===== config.mk =====
export PLATFORM = sky130hd
export DESIGN_NAME = cordic_unroll4_var_fixed_point_input
export DESIGN_NICKNAME = d
export VERILOG_FILES = /design/src/rtl/cordic_pkg.sv /design/src/rtl/cordic_rotate4.sv /design/src/rtl/cordic_unroll4_var_fixed_point_input.sv
export SDC_FILE = /design/constraint.sdc
export NUM_CORES = 2
export LEC_CHECK = 0
export ABC_AREA = 1
export CAP_MARGIN = 20
export CORE_ASPECT_RATIO = 0.9
export CORE_UTILIZATION = 35
export DETAILED_ROUTE_END_ITERATION = 7
export GPL_TIMING_DRIVEN = 0
export PLACE_DENSITY = 0.6
export SETUP_SLACK_MARGIN = 0.1
export SLEW_MARGIN = 20
export SYNTH_ARGS = -nofsm -noshare
export SYNTH_HDL_FRONTEND = slang
export SYNTH_SLANG_ARGS = --single-unit

===== constraint.sdc =====
create_clock -name clock -period 15.48 [get_ports clock]
set_clock_uncertainty 0.2 [all_clocks]
set_input_delay 4.644 -clock clock [delete_from_list [all_inputs] [get_ports clock]]
set_output_delay 4.644 -clock clock [all_outputs]
set_load 0.03 [all_outputs]

===== src/rtl/cordic_pkg.sv =====
// Shared constants for the 16-iteration rotation-mode cosine pipeline.
// Angles, gain and datapath values are signed Q2.22.
package cordic_pkg;

  localparam int unsigned InW      = 21;
  localparam int unsigned DataW    = 24;
  localparam int unsigned Iters    = 16;
  localparam int unsigned PerStage = 4;
  localparam int unsigned Stages   = Iters / PerStage;

  typedef logic signed [DataW-1:0] fix_t;

  // Inverse CORDIC gain, so the final x is cos() without a post-scale
  localparam fix_t KScale = 24'sd2547003;

  function automatic fix_t atan_lut(input int unsigned idx);
    case (idx)
      0:       atan_lut = 24'sd3294199;
      1:       atan_lut = 24'sd1944679;
      2:       atan_lut = 24'sd1027515;
      3:       atan_lut = 24'sd521583;
      4:       atan_lut = 24'sd261803;
      5:       atan_lut = 24'sd131029;
      6:       atan_lut = 24'sd65531;
      7:       atan_lut = 24'sd32767;
      8:       atan_lut = 24'sd16384;
      9:       atan_lut = 24'sd8192;
      10:      atan_lut = 24'sd4096;
      11:      atan_lut = 24'sd2048;
      12:      atan_lut = 24'sd1024;
      13:      atan_lut = 24'sd512;
      14:      atan_lut = 24'sd256;
      15:      atan_lut = 24'sd128;
      default: atan_lut = '0;
    endcase
  endfunction

endpackage


===== src/rtl/cordic_rotate4.sv =====
// Four consecutive rotation-mode micro-rotations starting at iteration Base.
// Purely combinational; shifts are arithmetic and truncating.
module cordic_rotate4
  import cordic_pkg::*;
#(
  parameter int unsigned Base = 0
) (
  input  fix_t x,
  input  fix_t y,
  input  fix_t z,
  output fix_t x_rot,
  output fix_t y_rot,
  output fix_t z_rot
);

  fix_t xs, ys, zs, xt;

  always_comb begin
    xs = x;
    ys = y;
    zs = z;
    xt = x;
    for (int unsigned k = 0; k < PerStage; k++) begin
      // Negative residual angle rotates clockwise (d = -1)
      if (zs[DataW-1]) begin
        xt = xs + (ys >>> (Base + k));
        ys = ys - (xs >>> (Base + k));
        zs = zs + atan_lut(Base + k);
      end else begin
        xt = xs - (ys >>> (Base + k));
        ys = ys + (xs >>> (Base + k));
        zs = zs - atan_lut(Base + k);
      end
      xs = xt;
    end
    x_rot = xs;
    y_rot = ys;
    z_rot = zs;
  end

endmodule


===== src/rtl/cordic_unroll4_var_fixed_point_input.sv =====
// Pipelined cosine: four 4-iteration CORDIC stages, then a registered
// fixed-to-float stage. done marks result for the operand LATENCY cycles back.
module cordic_unroll4_var_fixed_point_input
  import cordic_pkg::*;
#(
  // Must match the datapath depth (Stages + 1 float stage)
  parameter int unsigned LATENCY = 5
) (
  input  logic           clock,
  input  logic           aclr,
  input  logic           clk_en,
  input  logic           start,
  input  logic [InW-1:0] dataa,
  output logic [31:0]    result,
  output logic           done
);

  fix_t x_src [Stages];
  fix_t y_src [Stages];
  fix_t z_src [Stages];
  fix_t x_rot [Stages];
  fix_t y_rot [Stages];
  fix_t z_rot [Stages];
  fix_t x_q   [Stages];
  fix_t y_q   [Stages];
  fix_t z_q   [Stages];

  logic [LATENCY-1:0] valid_q;
  logic [31:0]        float_d;
  fix_t               x_fin;

  // Q1.20 angle sign-extended and scaled into Q2.22
  assign x_src[0] = KScale;
  assign y_src[0] = '0;
  assign z_src[0] = fix_t'({dataa[InW-1], dataa, 2'b00});

  for (genvar s = 0; s < Stages; s++) begin : g_stage
    if (s > 0) begin : g_chain
      assign x_src[s] = x_q[s-1];
      assign y_src[s] = y_q[s-1];
      assign z_src[s] = z_q[s-1];
    end
    cordic_rotate4 #(
      .Base(s * PerStage)
    ) u_rotate4 (
      .x    (x_src[s]),
      .y    (y_src[s]),
      .z    (z_src[s]),
      .x_rot(x_rot[s]),
      .y_rot(y_rot[s]),
      .z_rot(z_rot[s])
    );
  end

  always_ff @(posedge clock) begin
    if (!aclr) begin
      for (int unsigned s = 0; s < Stages; s++) begin
        x_q[s] <= '0;
        y_q[s] <= '0;
        z_q[s] <= '0;
      end
      valid_q <= '0;
      result  <= '0;
    end else if (clk_en) begin
      for (int unsigned s = 0; s < Stages; s++) begin
        x_q[s] <= x_rot[s];
        y_q[s] <= y_rot[s];
        z_q[s] <= z_rot[s];
      end
      valid_q <= {valid_q[LATENCY-2:0], start};
      if (valid_q[LATENCY-2]) begin
        result <= float_d;
      end
    end
  end

  assign x_fin = x_q[Stages-1];

  // x lands in [0.54, 1.0]: exponent 126 below 1.0, saturate at or above it
  always_comb begin
    float_d = 32'h0000_0000;
    if (!x_fin[DataW-1] && x_fin[DataW-2]) begin
      float_d = 32'h3F80_0000;
    end else if (!x_fin[DataW-1] && x_fin[DataW-3]) begin
      float_d = {1'b0, 8'd126, x_fin[DataW-4:0], 2'b00};
    end
  end

  assign done = valid_q[LATENCY-1];

  logic unused_tail;
  assign unused_tail = ^{y_q[Stages-1], z_q[Stages-1]};

endmodule


# [Yosys cells after proc, flatten, opt, wreduce, memory -nomap -nowiden]
# Memories as Yosys holds them, arrays and structs flattened.
# Cells that the tools add are included.
[totals] out_inout_bits=33 elab_cells=210 regBits=37 ramBits=288 memories=3 in_bits=25
[op_classes] reduce_logical=4 bitwise=12 add_sub_neg=92 n_mux=97
[memory_table] name="x_q" words=4 word_bits=24 read_ports=4 rd_clocked_by_memory_dff=0 wr=4 line="cordic_unroll4_var_fixed_point_input.sv:24" text="fix_t x_q [Stages];"
[memory_table] name="y_q" words=4 word_bits=24 read_ports=3 rd_clocked_by_memory_dff=0 wr=4 line="cordic_unroll4_var_fixed_point_input.sv:25" text="fix_t y_q [Stages];"
[memory_table] name="z_q" words=4 word_bits=24 read_ports=3 rd_clocked_by_memory_dff=0 wr=4 line="cordic_unroll4_var_fixed_point_input.sv:26" text="fix_t z_q [Stages];"
[ops] op="$mux 24" count=91
[ops] op="$add 24x24->24" count=15
[ops] op="$sub 24x24->24" count=15
[ops] op="$mux 30" count=2
[ops] op="$add 24x10->24" count=2
[ops] op="$add 24x11->24" count=2
[ops] op="$add 24x12->24" count=2
[ops] op="$add 24x13->24" count=2
[ops] op="$add 24x14->24" count=2
[ops] op="$add 24x15->24" count=2
[ops] op="$add 24x16->24" count=2
[ops] op="$add 24x17->24" count=2
[ops] op="$add 24x18->24" count=2
[ops] op="$add 24x19->24" count=2
[ops] op="$add 24x20->24" count=2
[ops] op="$add 24x21->24" count=2
[ops] op="$add 24x22->24" count=2
[ops] op="$add 24x9->24" count=2
[ops] op="$sub 24x10->24" count=2
[ops] op="$sub 24x11->24" count=2
[ops] op="$sub 24x12->24" count=2
[ops] op="$sub 24x13->24" count=2
[ops] op="$sub 24x14->24" count=2
[ops] op="$sub 24x15->24" count=2
[ops] op="other kinds (19)" count=42

# [Depth between registers and ports, before layout]
# An unclocked memory read counts as a cell.
[depth] word_depth=14 ltp_mapped=84 mapped_depth_nobuf=84

# [Modules after synthesis]
# From an unflattened synthesis, not the netlist that was laid out.
[unflattened] hier_cells=12252 area_unflattened_um2=76996.3
[modules_own_cells] module="cordic_rotate4 at g_stage[0].u_rotate4" seq_area_each_um2=0.0 area_per_inst_um2=18341.3 instances=1 cells_per_inst=3089
[modules_own_cells] module="cordic_rotate4 at g_stage[1].u_rotate4" seq_area_each_um2=0.0 area_per_inst_um2=18004.8 instances=1 cells_per_inst=3088
[modules_own_cells] module="cordic_rotate4 at g_stage[2].u_rotate4" seq_area_each_um2=0.0 area_per_inst_um2=15293.4 instances=1 cells_per_inst=2638
[modules_own_cells] module="cordic_rotate4 at g_stage[3].u_rotate4" seq_area_each_um2=0.0 area_per_inst_um2=14888.0 instances=1 cells_per_inst=2507
[modules_own_cells] module="cordic_unroll4_var_fixed_point_input" seq_area_each_um2=7767.4 area_per_inst_um2=10468.8 instances=1 cells_per_inst=930

# [Least setup slack after synthesis]
# Ideal clock, no wire load.
[synth_timing] path_kind="input port to flip-flop" start="input port dataa[2]" end="memory x_q[0][22] in the netlist's numbering (data pin)" path_slack_ps=2671 required_time_ps=15134 n_path_buf=2 arrival_ps=12463 setup_time_ps=146 cell_stages=55 cell_sequence="inv_2 -> ha_1 -> nand2_1 -> nand2_1 -> nor3_2 -> a31oi_1 -> inv_1 -> nor2_1 -> nand2_1 -> nand2_1 -> a21oi_4 -> nand2_1 -> nand2_1 -> buf_2 -> inv_1 -> ha_1 -> nand2_1 -> nor2_1 -> [... 19 more ...] -> fa_1 -> o31ai_1 -> nand3_1 -> nand2_1 -> a31oi_1 -> inv_1 -> nand2_1 -> nand2_1 -> a21oi_1 -> o21ai_0 -> nand2_1 -> a21oi_1 -> nand2_1 -> inv_1 -> nor2_1 -> o21bai_1 -> o21ai_0 -> a21oi_1"
[synth_rtl] element="from (decl)" line="cordic_unroll4_var_fixed_point_input.sv:13" text="input logic [InW-1:0] dataa,"
[synth_rtl] element="to (decl)" line="cordic_unroll4_var_fixed_point_input.sv:24"

==> flow_summary.yaml <==
sta:
  tightest_slew_ns: 1.16
  finalCritPeriodShare_pct: 93.3
  slew_violations: 0
  grt_setup_unrepaired: "false"
  min_period_ns: 14.44
  max_freq_mhz: 69.2
  setup_viol: 0
  final-hold-violation-count: 0
  maxSlewHeadroom_pct: 23.0
cts:
  ctsRootBufferMaster: "clkbuf_16"
  cts.sinks: 251
  tritoncts: "done"
  htreeDepth: 2
  clk_latency_ns: 0.61
  cts.clk_slew.worst_paths_ns: 0.06
  cts_buffers: 35
  ctsHoldBuffers: 0
  cts_buffer_depth: 3
global_routing:
  antenna_found_initial: 6
  grt_pass1_vias: 56900
  grt_max_degree: 59
  gr-total-overflow: 0
  track_usage_pct: 21.8
  grt_pass1_wl_um: 308000
placement:
  dp_hpwl_um: 169000
  gp_congestion: 0.953
  port_buffers: 51
drt:
  ant_nets: 0
  drt-initial-drc-count: 4651
  drt-total-wl_um: 196000
  post_drt_wl_per_cell_um: 16.6
  vias: 61400
  drtPass1Iterations: 6
  vias_per_cell: 5.21
  drc: 0
yosys:
  syn-cell-area_um2: 60600
  yosysWarnings: 0
  avgSynthCellArea_um2: 6.44
  ys_seq_area_share_pct: 12.0
  ys_async_sr_fraction_pct: 0
  synth_top_flop_cell: "edfxtp_1"
  synth_cell_type_count: 85
  syn_inst: 9409
  synth_edf_count: 223
  ys_ff_latch: 251
layout:
  fillers: 18500
  utilization_pct: 38.0
  layout-drive-gt1-share_pct: 4.71
  area_growth_pct: 7.76
  antenna-diode-count: 0
  nNetsFinal: 10500
worst_hold_path:
  hp-start: "result[14]"
  worstHoldPathCells: 2
  hold_class: "flip-flop to flip-flop"
  worstHoldEndpoint: "result[14]"
die:
  die_area_um2: 175000
  start_util_pct: 35.3
  ios: 58
  fp.dieH_um: 397
  coreArea_um2: 172000
  dieWidth_um: 440
  rows: 144
outcome:
  status: "completed"
worst_setup_path:
  criticalPathCategory: "primary input to flip-flop"
  critPathLaunchType: "primary input"
  reg2reg_depth: 64
  crit_path_end_kind: "flip-flop"
  reg2reg_slack_ns: 1.07
  slowest_stage: "clkdlybuf4s50_1"
  crit_fanout: 22
  r2r_end: "y_q[0][46]"
  cpMostUsedCell: "nand2_1"
  rr_startpoint: "z_q[0][23]"
  worst_ep_required_time_ns: 15.71
  max_stage_delay_ns: 0.57
  critPathArrivalTime_ns: 14.68
flow_run:
  cap_violations: 0
[routing by layer]
metal | track usage [%] | vias up | share of wire, % | routed length, um
li1 | - | 31500 | - | -
met1 | 31.7 | 28400 | 50 | 97300
met2 | 34.8 | 1387 | 44 | 86000
met3 | 2.07 | 147 | 5.0 | 9760
met4 | 3.65 | 0 | 1.5 | 2980
met5 | 0 | - | 0 | 0
[cell usage in the layout, fill, tap and decap left out, drive strengths merged, types with 13 or more instances in the layout]
master	n
a21o	43
a21boi	35
o21a	97
a21oi	1066
a31oi	67
nand4	110
ha	900
or2	39
o31ai	35
clkdlybuf4s50	51
buf	40
o21ai	580
o21bai	64
edfxtp	223
fa	32
nor4	48
nor2	775
xor2	597
inv	1506
nand3	432
xnor2	201
nor3	159
nand2	2123
a211oi	16
dfxtp	28
o211ai	35
clkbuf	110
clkinv	13
nand3b	35
[kinds of logic after synthesis]
| group | share of synthesized area, % |
|---|---|
| AOI/OAI and AO/OA | 19.2 |
| xor gates and xnor gates | 11.9 |
| adders and majority gates | 19.7 |
| buffers and inverters | 10.0 |
| DFF | 12.0 |
| other | 0.00619 |
| and+or+nand+nor | 27.2 |
[per-stage QoR]
stage                     instance area, um^2  setup TNS [ns]  hold WS (ns)  std cells  setup slack (ns)
after detailed placement                64000          -0.493         0.257      11700            -0.257
final                                   65300               0         0.265      11800              1.04
after global routing                    65300               0         0.282      11800             0.136
after CTS                               65200               0         0.269      11800             0.317
after floorplan                         60600               0         0.243       9412              2.67
after global placement                  63900          -0.229         0.253      11700            -0.129
[registers in the layout, summed over array words and instances, names as in the netlist]
signal   cells
x_q         96
z_q         55
valid_q      5
result      23
y_q         72
[synth_stat cells, types with 11 or more instances]
cell type	instances	share of area [%]
nand2_1	2017	13
edfxtp_1	223	11
o221ai_1	12	0.17
o21a_1	97	1.2
dfxtp_1	28	0.93
nand2_4	34	0.63
nor2_2	24	0.25
nor3_1	152	1.3
o21bai_1	63	0.78
o21ai_0	531	4.4
a21oi_1	1056	8.7
inv_2	47	0.29
or2_2	35	0.36
nand3_1	391	3.2
nand3b_1	32	0.40
nor4_1	41	0.42
nand3_2	34	0.56
buf_1	15	0.093
o21ai_1	38	0.31
clkbuf_1	63	0.39
a31oi_1	66	0.68
o211ai_1	35	0.43
a21boi_0	27	0.33
o31ai_1	35	0.43
xor2_2	21	0.56
a21o_1	43	0.53
a211oi_1	16	0.20
inv_1	1451	9.0
xor2_1	573	8.3
nand2_2	70	0.72
nand4_1	108	1.1
nor2_1	743	4.6
xnor2_1	197	2.8
buf_2	11	0.091
fa_1	32	1.1
ha_1	900	19
[critical path: cells and delay by family]
kind            cells  cell delay [ns]
buf+inv            12             2.42
simple gates       21             2.50
fa+ha+maj           5             1.63
compound gates     17             3.44
[worst max path at each step]
stage | slack [ns] | startpoint | to
4_1_cts | 0.32 | dataa[2] | x_q[0][23]
3_3_place_gp | -0.13 | dataa[2] | x_q[0][23]
5_1_grt | 0.14 | z_q[0][23] | x_q[1][22]
2_1_floorplan | 2.67 | dataa[2] | x_q[0][22]
3_5_place_dp | -0.26 | dataa[2] | x_q[0][23]
6_report | 1.04 | dataa[2] | x_q[0][22]
[area by class of cell]
type / instances / area [um^2] / share of cell area, %
plain buffers: 100 / 463 / 0.709
multi-input cells: 7558 / 47200 / 72.4
flip-flops and latches: 251 / 7260 / 11.1
repair buffers: 59 / 654 / 1.00
inverters: 1503 / 5650 / 8.66
clock inverters: 20 / 225 / 0.345
well taps: 2263 / 2830 / 4.34
clock buffers: 42 / 933 / 1.43
[timing repair]
action                     4_1_cts  5_1_grt
setup endpoints to repair        0        8
resized for setup                0        6
setup buffers                    0        3
Power is left out: the tool's default activity adds up to more than one toggle a clock period on the data nets, which glitch-free logic cannot reach.
